**config.mk**
```make
export PLATFORM = sky130hd
export DESIGN_NAME = branch_resolve_ctrl_flat
export DESIGN_NICKNAME = d
export VERILOG_FILES = /design/src/rtl/branch_resolve_ctrl_pkg.sv /design/src/rtl/branch_resolve_ctrl_if.sv /design/src/rtl/branch_resolve_ctrl_target_adder.sv /design/src/rtl/branch_resolve_ctrl.sv /design/src/flat_wrapper.sv
export SDC_FILE = /design/constraint.sdc
export NUM_CORES = 1
export LEC_CHECK = 0
export ABC_CLOCK_PERIOD_IN_PS = 4000
export BUFFER_PORTS_ARGS = -buffer_cell sky130_fd_sc_hd__buf_4
export CORE_ASPECT_RATIO = 1.5
export CORE_MARGIN = 5
export CORE_UTILIZATION = 55
export CTS_CLUSTER_DIAMETER = 60
export DETAILED_ROUTE_END_ITERATION = 7
export MAX_ROUTING_LAYER = met4
export PLACE_DENSITY = 0.82
export SYNTH_ARGS = -nofsm -noshare
export SYNTH_HDL_FRONTEND = slang
export SYNTH_SLANG_ARGS = --single-unit
```
**constraint.sdc**
```tcl
create_clock -name clk -period 4 [get_ports clk]
set_input_delay 0.4 -clock clk [delete_from_list [all_inputs] [get_ports clk]]
set_output_delay 0.4 -clock clk [all_outputs]
set_load 0.03 [all_outputs]
```
**src/rtl/branch_resolve_ctrl_pkg.sv**
```systemverilog
// Shared types and constants for the branch resolve controller.
// Optional build macro: BRANCH_DELAY_SLOT_EN.
package branch_resolve_ctrl_pkg;

    typedef enum logic [2:0] {
        BR_OP_BEQ  = 3'b000,
        BR_OP_BNE  = 3'b001,
        BR_OP_BLTZ = 3'b010,
        BR_OP_BGTZ = 3'b011,
        BR_OP_BLEZ = 3'b100,
        BR_OP_BGEZ = 3'b101
    } br_op_e;

    typedef enum logic [1:0] {
        S_IDLE  = 2'd0,
        S_WAIT  = 2'd1,
        S_EVAL  = 2'd2,
        S_REDIR = 2'd3
    } state_e;

    localparam int unsigned PC_INC = 4;

    // Codes above BGEZ have no Compare function behind them.
    function automatic logic op_legal(input logic [2:0] op);
        return op <= BR_OP_BGEZ;
    endfunction

endpackage

```
**src/rtl/branch_resolve_ctrl_if.sv**
```systemverilog
// Decode-accept and fetch-redirect handshakes of the branch controller.
// Optional build macro: BRANCH_DELAY_SLOT_EN (not used here).
interface branch_resolve_ctrl_if #(
    parameter int PC_W  = 32,
    parameter int OFF_W = 16
);
    logic             br_valid;
    logic             br_ready;
    logic [2:0]       br_op;
    logic [PC_W-1:0]  br_pc;
    logic [OFF_W-1:0] br_off;
    logic             redirect_valid;
    logic             redirect_ready;
    logic [PC_W-1:0]  redirect_pc;

    modport master (
        output br_valid, br_op, br_pc, br_off,
        output redirect_ready,
        input  br_ready, redirect_valid, redirect_pc
    );

    modport slave (
        input  br_valid, br_op, br_pc, br_off,
        input  redirect_ready,
        output br_ready, redirect_valid, redirect_pc
    );
endinterface

```
**src/rtl/branch_resolve_ctrl_target_adder.sv**
```systemverilog
// Branch target: pc + 4 + (sext(off) << 2), wrapping modulo 2^PC_W.
// Optional build macro: BRANCH_DELAY_SLOT_EN (not used here).
module branch_resolve_ctrl_target_adder
    import branch_resolve_ctrl_pkg::*;
#(
    parameter int PC_W  = 32,
    parameter int OFF_W = 16
) (
    input  logic [PC_W-1:0]  pc_i,
    input  logic [OFF_W-1:0] off_i,
    output logic [PC_W-1:0]  target_o
);
    logic [PC_W-1:0] off_ext;

    assign off_ext = {{(PC_W-OFF_W){off_i[OFF_W-1]}}, off_i};
    assign target_o = pc_i + PC_W'(PC_INC) + (off_ext << 2);
endmodule

```
**src/rtl/branch_resolve_ctrl.sv**
```systemverilog
// Sequences one conditional branch through the shared ID-stage Compare unit.
// Optional build macro: BRANCH_DELAY_SLOT_EN keeps flush low on redirect.
module branch_resolve_ctrl
    import branch_resolve_ctrl_pkg::*;
#(
    parameter int PC_W  = 32,
    parameter int OFF_W = 16
) (
    input  logic                 clk,
    input  logic                 rst,
    branch_resolve_ctrl_if.slave bus,
    input  logic                 ops_ready_i,
    output logic [2:0]           cmp_func_o,
    input  logic                 cmp_result_i,
    output logic                 stall_o,
    output logic                 flush_o,
    input  logic                 kill_i,
    output logic                 br_err_o
);
`ifdef BRANCH_DELAY_SLOT_EN
    localparam logic FLUSH_ON_REDIR = 1'b0;
`else
    localparam logic FLUSH_ON_REDIR = 1'b1;
`endif

    state_e           state_q, state_d;
    logic [2:0]       op_q, op_d;
    logic [PC_W-1:0]  pc_q, pc_d;
    logic [OFF_W-1:0] off_q, off_d;
    logic [PC_W-1:0]  target;
    logic             ready, rvalid, flush, err, stall;
    logic [2:0]       func;

    branch_resolve_ctrl_target_adder #(
        .PC_W  (PC_W),
        .OFF_W (OFF_W)
    ) u_adder (
        .pc_i     (pc_q),
        .off_i    (off_q),
        .target_o (target)
    );

    always_ff @(posedge clk) begin
        if (rst) begin
            state_q <= S_IDLE;
            op_q    <= '0;
            pc_q    <= '0;
            off_q   <= '0;
        end else begin
            state_q <= state_d;
            op_q    <= op_d;
            pc_q    <= pc_d;
            off_q   <= off_d;
        end
    end

    always_comb begin
        state_d = state_q;
        op_d    = op_q;
        pc_d    = pc_q;
        off_d   = off_q;
        ready   = 1'b0;
        rvalid  = 1'b0;
        flush   = 1'b0;
        err     = 1'b0;
        stall   = 1'b0;
        func    = 3'b000;
        unique case (state_q)
            S_IDLE: begin
                ready = 1'b1;
                if (bus.br_valid) begin
                    op_d    = bus.br_op;
                    pc_d    = bus.br_pc;
                    off_d   = bus.br_off;
                    state_d = ops_ready_i ? S_EVAL : S_WAIT;
                end
            end
            S_WAIT: begin
                stall = 1'b1;
                func  = op_q;
                if (ops_ready_i) state_d = S_EVAL;
            end
            S_EVAL: begin
                stall   = 1'b1;
                func    = op_q;
                state_d = S_IDLE;
                if (!op_legal(op_q)) err = 1'b1;
                else if (cmp_result_i) state_d = S_REDIR;
            end
            S_REDIR: begin
                stall  = 1'b1;
                func   = op_q;
                rvalid = 1'b1;
                if (bus.redirect_ready) begin
                    flush   = FLUSH_ON_REDIR;
                    state_d = S_IDLE;
                end
            end
            default: state_d = S_IDLE;
        endcase
        // Abort wins: nothing is accepted or transferred this cycle.
        if (kill_i || rst) begin
            state_d = S_IDLE;
            op_d    = op_q;
            pc_d    = pc_q;
            off_d   = off_q;
            ready   = 1'b0;
            rvalid  = 1'b0;
            flush   = 1'b0;
            err     = 1'b0;
        end
    end

    assign bus.br_ready       = ready;
    assign bus.redirect_valid = rvalid;
    assign bus.redirect_pc    = rvalid ? target : '0;
    assign cmp_func_o         = func;
    assign stall_o            = stall;
    assign flush_o            = flush;
    assign br_err_o           = err;
endmodule

```
**src/flat_wrapper.sv**
```systemverilog
// flat-port wrapper written by rule: the top's interface ports become plain ports
module branch_resolve_ctrl_flat import branch_resolve_ctrl_pkg::*;
#(
    parameter int PC_W  = 32,
    parameter int OFF_W = 16
)
  (clk, rst, ops_ready_i, cmp_func_o, cmp_result_i, stall_o, flush_o, kill_i, br_err_o, bus_br_valid, bus_br_op, bus_br_pc, bus_br_off, bus_redirect_ready, bus_br_ready, bus_redirect_valid, bus_redirect_pc);
  branch_resolve_ctrl_if #(.PC_W(PC_W), .OFF_W(OFF_W)) bus_i ();
  input  logic clk;
  input  logic rst;
  input  logic ops_ready_i;
  output logic [2:0] cmp_func_o;
  input  logic cmp_result_i;
  output logic stall_o;
  output logic flush_o;
  input  logic kill_i;
  output logic br_err_o;
  input wire logic [$bits(bus_i.br_valid)-1:0] bus_br_valid;
  input wire logic [$bits(bus_i.br_op)-1:0] bus_br_op;
  input wire logic [$bits(bus_i.br_pc)-1:0] bus_br_pc;
  input wire logic [$bits(bus_i.br_off)-1:0] bus_br_off;
  input wire logic [$bits(bus_i.redirect_ready)-1:0] bus_redirect_ready;
  output wire logic [$bits(bus_i.br_ready)-1:0] bus_br_ready;
  output wire logic [$bits(bus_i.redirect_valid)-1:0] bus_redirect_valid;
  output wire logic [$bits(bus_i.redirect_pc)-1:0] bus_redirect_pc;
  assign bus_i.br_valid = bus_br_valid;
  assign bus_i.br_op = bus_br_op;
  assign bus_i.br_pc = bus_br_pc;
  assign bus_i.br_off = bus_br_off;
  assign bus_i.redirect_ready = bus_redirect_ready;
  assign bus_br_ready = bus_i.br_ready;
  assign bus_redirect_valid = bus_i.redirect_valid;
  assign bus_redirect_pc = bus_i.redirect_pc;
  branch_resolve_ctrl #(.PC_W(PC_W), .OFF_W(OFF_W)) u_core (.clk(clk), .rst(rst), .bus(bus_i), .ops_ready_i(ops_ready_i), .cmp_func_o(cmp_func_o), .cmp_result_i(cmp_result_i), .stall_o(stall_o), .flush_o(flush_o), .kill_i(kill_i), .br_err_o(br_err_o));
endmodule
```
Word-level counts from Yosys, hierarchy flattened
Index checks and enable logic that the tools add are counted.

operators by class
  bitwise operators = 1
  reductions and logical operators = 6
  $add $sub $neg = 2
  mux-type cells = 20
  equality and inequality tests = 6
  order comparisons = 1

operator list
  kind                     count
  $add A32 B3 Y32 const B  1
  $add A32 B32 Y32         1
  $mux W32                 1
  $mux W2                  6
  $mux W1                  11
  $pmux W2 S4              1
  $ne A2 B2 Y1 const B     3
  $reduce_and A3 Y1        2
  $eq A2 B2 Y1 const B     2
  $le A3 B3 Y1 const B     1
  $mux W3                  1
  $reduce_or A3 Y1         1
  $eq A2 B1 Y1 const B     1
  $logic_not A2 Y1         1
  $reduce_or A2 Y1         1
  $logic_or A1 B1 Y1       1
  $not A1 Y1               1

storage, ports and cells
  register bits after elaboration = 53
  word-level logic and storage cells = 40
  bits of input ports = 58

Logic depth before layout (Yosys ltp)
Gate-level depths: netlist (run 1).

  depth in word-level cells = 4
  mapped depth = 13

By module
A second synthesis (run 1) with hierarchy kept.

second synthesis, totals
  cells, all modules = 544
  area, all modules = 4,379.2 um^2

by module, submodules not included
  module                            cells an instance  sequential area each (um^2)  area an instance (um^2)  instances
  branch_resolve_ctrl               292                1,061.0                      2,399.8                  1
  branch_resolve_ctrl_target_adder  252                0.0                          1,979.4                  1

Worst setup path after synthesis (run 1)
Ideal clock, no wire load.

  path kind = register to output
  start = register u_core.off_q[15]
  end = output bus_redirect_pc[31]
  buffers on the path = 1
  path slack = 0.470 ns
  cell stages (with the launch flop) = 11
  arrival time = 3.130 ns
  required time = 3.600 ns
  cell sequence = dfxtp_1 -> ha_1 -> ha_1 -> clkbuf_1 -> nand2_1 -> o21ai_0 -> a221oi_1 -> o21ai_0 -> o21ai_0 -> nand3_1 -> nor3b_1

between the ends
  longest elaborated chain between the ends = 2

ends and longest elaborated chain
  item                      RTL line                                source
  start: declaration        branch_resolve_ctrl.sv:29               logic [OFF_W-1:0] off_q, off_d;
  start signal: assignment  branch_resolve_ctrl.sv:48               off_q <= '0;
  start signal: assignment  branch_resolve_ctrl.sv:53               off_q <= off_d;
  $add A32 B32 Y32          branch_resolve_ctrl_target_adder.sv:16  assign target_o = pc_i + PC_W'(PC_INC) + (off_ext << 2);
  $mux W32                  branch_resolve_ctrl.sv:116              assign bus.redirect_pc = rvalid ? target : '0;
  end: declaration          flat_wrapper.sv:25                      output wire logic [$bits(bus_i.redirect_pc)-1:0] bus_redirect_pc;

Every way passes these cells.

Final worst setup path (run 1)
  start = register u_core.off_q[0]
  end = output bus_redirect_pc[29]

The elaborated chain is that of the path after synthesis.

==> flow_summary.toml, run 1 <==
[status]
status = "completed"

[global_route]
antenna_found_initial = 0
grt.total_usage_pct = 25.60
grt_use_met1_pct = 29.50
grt_pass1_vias = 3988
grtUsageMet2_pct = 44.51
top_usage_layer = "met2"
met3_usage_pct = 3.150
grt_pass1_wl_um = 18260
grt_max_degree = 55
grt_overflow = 0

[detailed_routing]
drcViolationCount = 0
ant_nets = 0
wl_per_cell_um = 15.03
vias = 4073
vias_per_cell = 5.595
first_iter_violations = 196
wl_um = 10940
dr.pass1.iters = 5

[final_layout]
fin_area_um2 = 4916
layout.nets = 743
n_antenna_cell = 0
final_core_util_pct = 68.47
fin_cells = 728
drive_gt1_share_pct = 19.43
syn_to_final_growth_pct = 22.28

[placement]
gp_congestion = 0.9307
dp_slack_ns = 0.5127
dp_cells = 719
dp_hpwl_um = 8486
placed_area_um2 = 4778
io_buffer_count = 97

[critical_path]
cp-start-kind = "flip-flop"
end_kind = "output port"
r2r_start = "u_core.state_q[1]"
critPathKind = "flip-flop to output port"
critPathMaxFanout = 4
crit_start = "u_core.off_q[0]"
cp.arrival_ns = 3.45
r2r-end = "u_core.pc_q[6]"
r2r_slack_ns = 1.75
crit_end = "bus_redirect_pc[29]"
reg2reg_depth = 5
required_ns = 3.60

[synth]
synth.distinct_cells = 46
seq_area_frac_synth_pct = 26.39
syn_area_um2 = 4020
synth_common_cells = "130 x nand2_1, 79 x a21oi_1, 57 x ha_1, 53 x dfxtp_1, 36 x nor2_1"
syn_nets = 664
async_flop_share_pct = 0
synth_edf_count = 0
netlist_instances = 548
avgSynthCellArea_um2 = 7.336
synth-seq-cells = 53
synth_area_leaders = "dfxtp_1 26%, ha_1 18%, nand2_1 12%"
synthFlopType = "dfxtp_1"
yosysMostFrequentCell = "nand2_1"
ys_warn_count = 0
yosysTopAreaCell = "dfxtp_1"
synth_top_area_share_pct = 26.39

[timing]
rsz0062_at_grt = "no"
hold-worst-slack_ns = 0.2397
fin_crit_sh_pct = 96.32
slew-limit-headroom_pct = 39.42
final-max-slew-violation-count = 0
finalHoldViolCount = 0
setup-tns-final_ns = 0
max_freq_mhz = 259.5
setup_ws_ns = 0.1471
fin_crit_ns = 3.853
skew_ns = 0.006315
setup-violations-final = 0
worst_slew_pin_slew_ns = 0.9087

[clock_tree]
numCtsBuffers = 5
cts.sinks = 53
clkTransAtPathRegs_ns = 0.10
clk_path_buf_depth = 2
cts_tree = "built"
clockRootBuffer = "clkbuf_8"
cts_htree_levels = 2
worstSkewPairLatency_ns = 0.33

[floorplanning]
row_count = 38
die_y_um = 114.7
num_io_pins = 98
start_util_pct = 56.00
fp.dieArea_um2 = 9154
die_w_um = 79.81
core_um2 = 7179

[power]
p_leak_nw = 2.212
total_power_mw = 1.125
p_per_area_nw_per_um2 = 228.8
vdd_drop_max_v = 0.0004311

[min_path]
hold_depth = 2
min_path_type = "primary input to flip-flop"
hold_start = "kill_i"

[flow_run]
cap_violations = 0
==> registers in the layout, indices dropped and copies added, names as in the netlist <==
register        flops
u_core.pc_q        32
u_core.off_q       16
u_core.op_q         3
u_core.state_q      2
==> area by class of cell <==
| type | instances | area [um2] |
|---|---|---|
| Timing Repair Buffer | 101 | 758.2 |
| Inverter | 13 | 48.80 |
| Multi-Input combinational cell | 453 | 2806 |
| Clock inverter | 3 | 47.55 |
| Fill cell | 617 | 2263 |
| Sequential cell | 53 | 1061 |
| Tap cell | 100 | 125.1 |
| Clock buffer | 5 | 68.82 |
==> where the power goes <==
part	leakage, nW	switching [mW]	internal [mW]
clock	0.0591	0.198	0.191
sequential	0.430	0.0118	0.545
combinational	1.72	0.0960	0.0833
==> worst min path at each step <==
stage	slack [ns]	end
floorplan	0.43	u_core.op_q[0]
global placement	0.44	u_core.pc_q[1]
detailed placement	0.44	u_core.pc_q[0]
CTS	0.23	u_core.state_q[1]
global route	0.23	u_core.state_q[1]
finish	0.24	u_core.state_q[1]
==> per-layer routing <==
| metal | vias to the layer above | share of wire, % |
|---|---|---|
| met5 | - | 0 |
| met4 | 0 | 3.0 |
| met3 | 27 | 5.3 |
| met2 | 139 | 51 |
| met1 | 1855 | 40 |
| li1 | 2052 | - |
==> critical path, cell delays in order, from the launching register on <==
cell and delay, ns:
dfxtp_1 0.35, inv_1 0.04, ha_1 0.18, inv_1 0.05, ha_1 0.16, inv_1 0.06, fa_1 0.41, nand2b_4 0.17
a21oi_2 0.24, o2111ai_2 0.19, a211o_1 0.35, or4_4 0.43, and4_4 0.19, nor3_2 0.11, buf_4 0.18
==> kinds of logic (layout without fill, tap and decap cells) <==
| family | Yosys count | in the layout | synth area share, % |
|---|---|---|---|
| multiplexers | 3 | 3 | 0.7470 |
| adder cells (fa/ha/maj) | 58 | 58 | 18.24 |
| buffers and inverters | 42 | 122 | 4.171 |
| AO/OA/AOI/OAI | 146 | 146 | 21.32 |
| AND/OR/NAND/NOR | 228 | 228 | 25.21 |
| flip-flops | 53 | 53 | 26.39 |
| XOR/XNOR | 18 | 18 | 3.922 |
==> repair_timing <==
action	CTS	global route
gates resized for setup	0	2
setup endpoints to repair	0	2
setup buffers	0	1
hold buffers	0	0
==> placed cells by master, fill, tap and decap left out, types with 12 or more instances in the layout <==
cell type	count
nor2_1	36
nand2_1	130
ha_1	57
o21a_1	12
o21ai_0	21
inv_1	13
dfxtp_1	53
buf_4	101
nor3_1	12
a21oi_1	79
No activity file was read; power rests on OpenSTA's default activity.
==> run 2, diff against run 1 <==
--- a/config.mk
+++ b/config.mk
@@ -5,15 +5,17 @@
 export SDC_FILE = /design/constraint.sdc
 export NUM_CORES = 1
 export LEC_CHECK = 0
+export ABC_AREA = 1
 export ABC_CLOCK_PERIOD_IN_PS = 4000
 export BUFFER_PORTS_ARGS = -buffer_cell sky130_fd_sc_hd__buf_4
+export CAP_MARGIN = 5
 export CORE_ASPECT_RATIO = 1.5
 export CORE_MARGIN = 5
 export CORE_UTILIZATION = 55
 export CTS_CLUSTER_DIAMETER = 60
 export DETAILED_ROUTE_END_ITERATION = 7
 export MAX_ROUTING_LAYER = met4
-export PLACE_DENSITY = 0.82
+export PLACE_DENSITY = 0.8
 export SYNTH_ARGS = -nofsm -noshare
 export SYNTH_HDL_FRONTEND = slang
 export SYNTH_SLANG_ARGS = --single-unit
==> run 2 against run 1 <==
Net effect: combinational power rose by 9%; sequential cell count did not move; critical path type unchanged; critical endpoint is now bus_redirect_pc[21]; highest routed layer unchanged; fmax is 12% higher; first-iteration DRC count rose by 44%; via count is 21% higher; clock-buffer cell count is the same; non-clock buffer count is 2 lower; die area rose by 14%.
==> flow_summary.toml, run 2 <==
[global_route]
grt_pass1_wl_um = 21480
grt_max_degree = 59
grt_overflow = 0
grt.total_usage_pct = 26.64
antenna_found_initial = 0
grt_use_met1_pct = 25.96
met3_usage_pct = 3.133
top_usage_layer = "met2"
grtUsageMet2_pct = 48.30
grt_pass1_vias = 4833

[synth]
netlist_instances = 760
synthFlopType = "dfxtp_1"
seq_area_frac_synth_pct = 22.70
async_flop_share_pct = 0
synth_area_leaders = "dfxtp_1 23%, nand2_1 20%, ha_1 15%"
yosysMostFrequentCell = "nand2_1"
syn_area_um2 = 4673
avgSynthCellArea_um2 = 6.149
synth_edf_count = 0
ys_warn_count = 0
synth_common_cells = "244 x nand2_1, 106 x inv_1, 82 x nor2_1, 74 x a21oi_1, 69 x nand3_1"
synth.distinct_cells = 34
yosysTopAreaCell = "dfxtp_1"
synth_top_area_share_pct = 22.70
synth-seq-cells = 53
syn_nets = 876

[final_layout]
multi_input_area_um2 = 3049
layout.nets = 959
largest_reg_flops = 32
n_fill_cell = 807
n_antenna_cell = 0
syn_to_final_growth_pct = 18.82
max_flop_register = "u_core.pc_q"
most-common-layout-cells = "244 x nand2_1, 106 x inv_1, 99 x buf_4, 82 x nor2_1, 74 x a21oi_1"
reg_top3 = "u_core.pc_q (32), u_core.off_q (16), u_core.op_q (3)"
regArea_um2 = 1061
final_common_cell = "nand2_1"
drive_gt1_share_pct = 15.17

[detailed_routing]
vias = 4928
first_iter_violations = 282
wl_um = 13320
ant_nets = 0
vias_per_cell = 5.182
drcViolationCount = 0
wl_per_cell_um = 14.00
dr.pass1.iters = 4

[clock_tree]
clk_path_buf_depth = 2
clkTransAtPathRegs_ns = 0.07
cts_htree_levels = 2
clockRootBuffer = "clkbuf_16"
worstSkewPairLatency_ns = 0.30
cts.sinks = 53
numCtsBuffers = 5
postCtsSetupBuffers = 0
cts_tree = "built"
cts_resized = 0
ctsHoldBuffers = 0

[timing]
max_freq_mhz = 291.1
fin_crit_ns = 3.435
skew_ns = 0.007150
slew-limit-headroom_pct = 27.88
fin_crit_sh_pct = 85.88
setup-tns-final_ns = 0
worst_slew_pin_slew_ns = 1.078
setup-violations-final = 0
final-max-slew-violation-count = 0
finalHoldViolCount = 0
rsz0062_at_grt = "no"

[placement]
gp_congestion = 0.9357
io_buffer_count = 97
dp_hpwl_um = 10860

[critical_path]
r2r-end = "u_core.op_q[2]"
end_kind = "output port"
cp.arrival_ns = 3.04
reg2reg_depth = 6
r2r_start = "u_core.state_q[0]"
critPathKind = "flip-flop to output port"
r2r_slack_ns = 2.05
cp-start-kind = "flip-flop"
required_ns = 3.60
critPathMaxFanout = 16

[min_path]
min_path_type = "primary input to flip-flop"
hold_depth = 3
min_to = "u_core.pc_q[15]"
hold_start = "bus_br_pc[15]"

[power]
p_per_area_nw_per_um2 = 214.5
p_leak_nw = 2.952
vdd_drop_max_v = 0.0002636
total_power_mw = 1.191

[floorplanning]
row_count = 41
core_um2 = 8362
start_util_pct = 55.89
die_w_um = 85.27
num_io_pins = 98
fp.dieArea_um2 = 10480
die_y_um = 122.9

[status]
status = "completed"

[flow_run]
cap_violations = 0
==> run 2: changes by cell type after synthesis, moves of 7 or more <==
cell      change
and2_1        -9
nor3_1       -11
inv_1        +93
a211oi_2      +7
clkbuf_1     -12
nor2_1       +46
o21ai_0      -14
nor2b_1       -8
xor2_1        -8
nand2_1     +114
nand3_1      +61
o21a_1       -12
==> run 2: power breakdown <==
group | internal (mW) | switching, mW | total [mW]
Clock | 0.233 | 0.200 | 0.433
Sequential | 0.547 | 0.0149 | 0.562
Combinational | 0.0851 | 0.111 | 0.196
Total | 0.865 | 0.326 | 1.19
==> run 2: cell families (layout without fill, tap and decap cells) <==
kind of cell    Yosys count  after routing  synth area share [%]
fa+ha+maj                58             58                 15.69
xor+xnor                  5              5                0.9373
simple gates            411            411                 36.55
compound gates           99             99                 12.08
flops                    53             53                 22.70
buf+inv                 134            218                 12.05
==> run 2: area by class of cell <==
| cell class | instances | share of cell area (%) |
|---|---|---|
| multi-input combinational | 573 | 54.91 |
| timing repair buffer | 99 | 13.38 |
| clock buffer | 5 | 2.253 |
| tap | 107 | 2.411 |
| clock inverter | 3 | 0.3831 |
| sequential | 53 | 19.11 |
| inverter | 111 | 7.548 |
==> run 2: per-stage QoR <==
step	hold slack, ns	setup slack, ns	cells	cell area [um2]	utilization [%]
after floorplan	0.4427	1.252	760	4673	-
after global placement	0.4536	0.9725	943	5406	64.66
after detailed placement	0.4595	0.9393	943	5406	64.66
after CTS	0.3718	0.5825	951	5553	66.41
after global routing	0.3771	0.3199	951	5553	66.41
final	0.3763	0.5649	951	5553	66.41
==> run 2: metal layers <==
metal	routed length, um	vias to the layer above
li1	-	2581
met1	4938	2176
met2	6966	121
met3	443	50
met4	968	0
met5	0	-
==> run 2: how the worst max path moves through the flow <==
stage | startpoint | endpoint | slack (ns) | depth (start not counted)
2_1_floorplan | u_core.off_q[15] | bus_redirect_pc[30] | 1.25 | 11
3_3_place_gp | u_core.off_q[15] | bus_redirect_pc[21] | 0.97 | 11
3_5_place_dp | u_core.off_q[15] | bus_redirect_pc[21] | 0.94 | 11
4_1_cts | u_core.off_q[15] | bus_redirect_pc[21] | 0.58 | 11
5_1_grt | u_core.off_q[15] | bus_redirect_pc[30] | 0.32 | 12
6_report | u_core.off_q[15] | bus_redirect_pc[21] | 0.56 | 11
==> run 2: worst max-delay path: stages, from the launching register on <==
cell     delay [ns]
dfxtp_1        0.78
ha_1           0.35
ha_1           0.38
nand2_1        0.13
nor2_1         0.22
nand2_1        0.08
nand2_1        0.11
inv_1          0.08
nand3_1        0.08
nand2_1        0.05
nor2_1         0.26
buf_4          0.22
==> run 3, diff against run 2 <==
--- a/config.mk
+++ b/config.mk
@@ -6,7 +6,6 @@
 export NUM_CORES = 1
 export LEC_CHECK = 0
 export ABC_AREA = 1
-export ABC_CLOCK_PERIOD_IN_PS = 4000
 export BUFFER_PORTS_ARGS = -buffer_cell sky130_fd_sc_hd__buf_4
 export CAP_MARGIN = 5
 export CORE_ASPECT_RATIO = 1.5
@@ -15,7 +14,8 @@
 export CTS_CLUSTER_DIAMETER = 60
 export DETAILED_ROUTE_END_ITERATION = 7
 export MAX_ROUTING_LAYER = met4
-export PLACE_DENSITY = 0.8
+export PLACE_DENSITY = 0.78
+export RECOVER_POWER = 25
 export SYNTH_ARGS = -nofsm -noshare
 export SYNTH_HDL_FRONTEND = slang
 export SYNTH_SLANG_ARGS = --single-unit
==> run 3 against run 2 <==
Net effect: the run now ends with max-capacitance violations, max-slew violations left; final cell count did not move; first-iteration DRC count fell by 5.7%; critical path depth fell by 3; worst setup slack got worse by 0.18 ns; via count fell by 0.18%; register-to-register slack got worse by 0.47 ns; power rose by 1.2%; fmax fell by 5.0%; wire length rose by 0.86%; combinational power barely moved; clock power rose by 4%; critical path type is now primary input to output port; critical endpoint is now bus_redirect_pc[8]; highest routed layer unchanged.
==> flow_summary.toml, run 3 (synthesis results as in run 2) <==
[status]
status = "finished with violations"
violations = "max-capacitance violations, max-slew violations"

[timing]
setup-violations-final = 0
slew-limit-headroom_pct = -65.95
fin_crit_sh_pct = 90.42
setup_ws_ns = 0.3834
setup-tns-final_ns = 0
worst_slew_pin_slew_ns = 2.489
final-max-slew-violation-count = 53
fin_crit_ns = 3.617
finalHoldViolCount = 0
max_freq_mhz = 276.5
rsz0062_at_grt = "no"
skew_ns = 0.006962

[floorplanning]
start_util_pct = 55.89
core_um2 = 8362
num_io_pins = 98
die_w_um = 85.27
row_count = 41
die_y_um = 122.9
fp.dieArea_um2 = 10480

[clock_tree]
cts_htree_levels = 2
cts.sinks = 53
clk_path_buf_depth = 2
worstSkewPairLatency_ns = 0.30
numCtsBuffers = 5
postCtsSetupBuffers = 0
clkTransAtPathRegs_ns = 0.08
clockRootBuffer = "clkbuf_16"
cts_resized = 0
ctsHoldBuffers = 0
cts_tree = "built"

[power]
p_per_area_nw_per_um2 = 218.0
power.combinational.fraction_pct = 16.2
swShare_pct = 28.00
clock_power_share_pct = 37.2
switching_power_mw = 0.3372
vdd_drop_max_v = 0.0002762
p_leak_nw = 2.923
p_int_mw = 0.8674
seqPwrFrac_pct = 46.6

[critical_path]
required_ns = 3.60
end_kind = "output port"
cp-start-kind = "primary input"
cp.arrival_ns = 3.22
critPathMaxFanout = 52
critPathKind = "primary input to output port"

[detailed_routing]
dr.pass1.iters = 6
wl_per_cell_um = 14.12
ant_nets = 0
vias = 4919
first_iter_violations = 266
wl_um = 13430
vias_per_cell = 5.172
drcViolationCount = 0

[final_layout]
n_fill_cell = 854
reg_top3 = "u_core.pc_q (32), u_core.off_q (16), u_core.op_q (3)"
syn_to_final_growth_pct = 18.26
final_core_util_pct = 66.09
max_flop_register = "u_core.pc_q"
drive_gt1_share_pct = 14.34
largest_reg_flops = 32
most-common-layout-cells = "244 x nand2_1, 107 x inv_1, 93 x buf_4, 83 x nor2_1, 74 x a21oi_1"
layout.nets = 959
final_common_cell = "nand2_1"
n_antenna_cell = 0
fin_cells = 951

[placement]
dp_hpwl_um = 11000
gp_congestion = 0.9778
dp_slack_ns = 0.8977
dp_cells = 943
io_buffer_count = 97

[global_route]
grt_max_degree = 59
grt.total_usage_pct = 26.29
grt_overflow = 0
antenna_found_initial = 0
grt_pass1_wl_um = 21270
grt_pass1_vias = 4784

[flow_run]
cap_violations = 1

[min_path]
min_path_type = "primary input to flip-flop"
-- run 3: final cells by class --
type | count | area [um2] | area share, %
clock buffer | 5 | 125.1 | 2.264
clock inverter | 3 | 25.02 | 0.4528
inverter | 111 | 417.9 | 7.562
multi-input combinational | 573 | 3042 | 55.04
sequential | 53 | 1061 | 19.20
tap | 107 | 133.9 | 2.422
timing repair buffer | 99 | 721.9 | 13.06
-- run 3: per-stage QoR --
step / area, um2 / hold slack, ns / total power [mW]
after floorplan: 4673 / 0.4427 / 0.6951
after global placement: 5406 / 0.4532 / 0.7649
after detailed placement: 5406 / 0.4599 / 0.7703
after CTS: 5557 / 0.3725 / 1.215
after global routing: 5527 / 0.3813 / 1.256
final: 5527 / 0.3747 / 1.205
-- run 3: critical path, cell delays in order --
cell,delay (ns)
clkbuf_1,0.87
nor2_4,0.30
inv_1,0.19
nor3_4,0.70
buf_4,0.30
o21ai_0,0.09
a21oi_1,0.14
buf_4,0.18
-- run 3: worst paths after layout --
path / startpoint / endpoint / slack, ns / depth (start not counted)
setup / recovery: rst / bus_redirect_pc[8] / 0.38 / 8
hold / removal: bus_br_pc[10] / u_core.pc_q[10] / 0.37 / 3
setup reg to reg: u_core.state_q[0] / u_core.op_q[1] / 1.58 / 6
hold reg to reg: u_core.pc_q[21] / u_core.pc_q[21] / 0.47 / 2
-- run 3: layer usage --
layer | up-vias | wire length [um] | GRT usage (%)
li1 | 2580 | - | -
met1 | 2147 | 4802 | 25.43
met2 | 142 | 7242 | 49.42
met3 | 50 | 501 | 2.600
met4 | 0 | 883 | 16.44
met5 | - | 0 | -
-- run 3: power by group through the flow --
stage | clock network, mW | logic (mW) | registers [mW]
6_report | 0.449 | 0.195 | 0.561
5_1_grt | 0.476 | 0.217 | 0.563
4_1_cts | 0.454 | 0.199 | 0.562
3_5_place_dp | 0 | 0.197 | 0.574
3_3_place_gp | 0 | 0.192 | 0.573
2_1_floorplan | 0 | 0.127 | 0.568
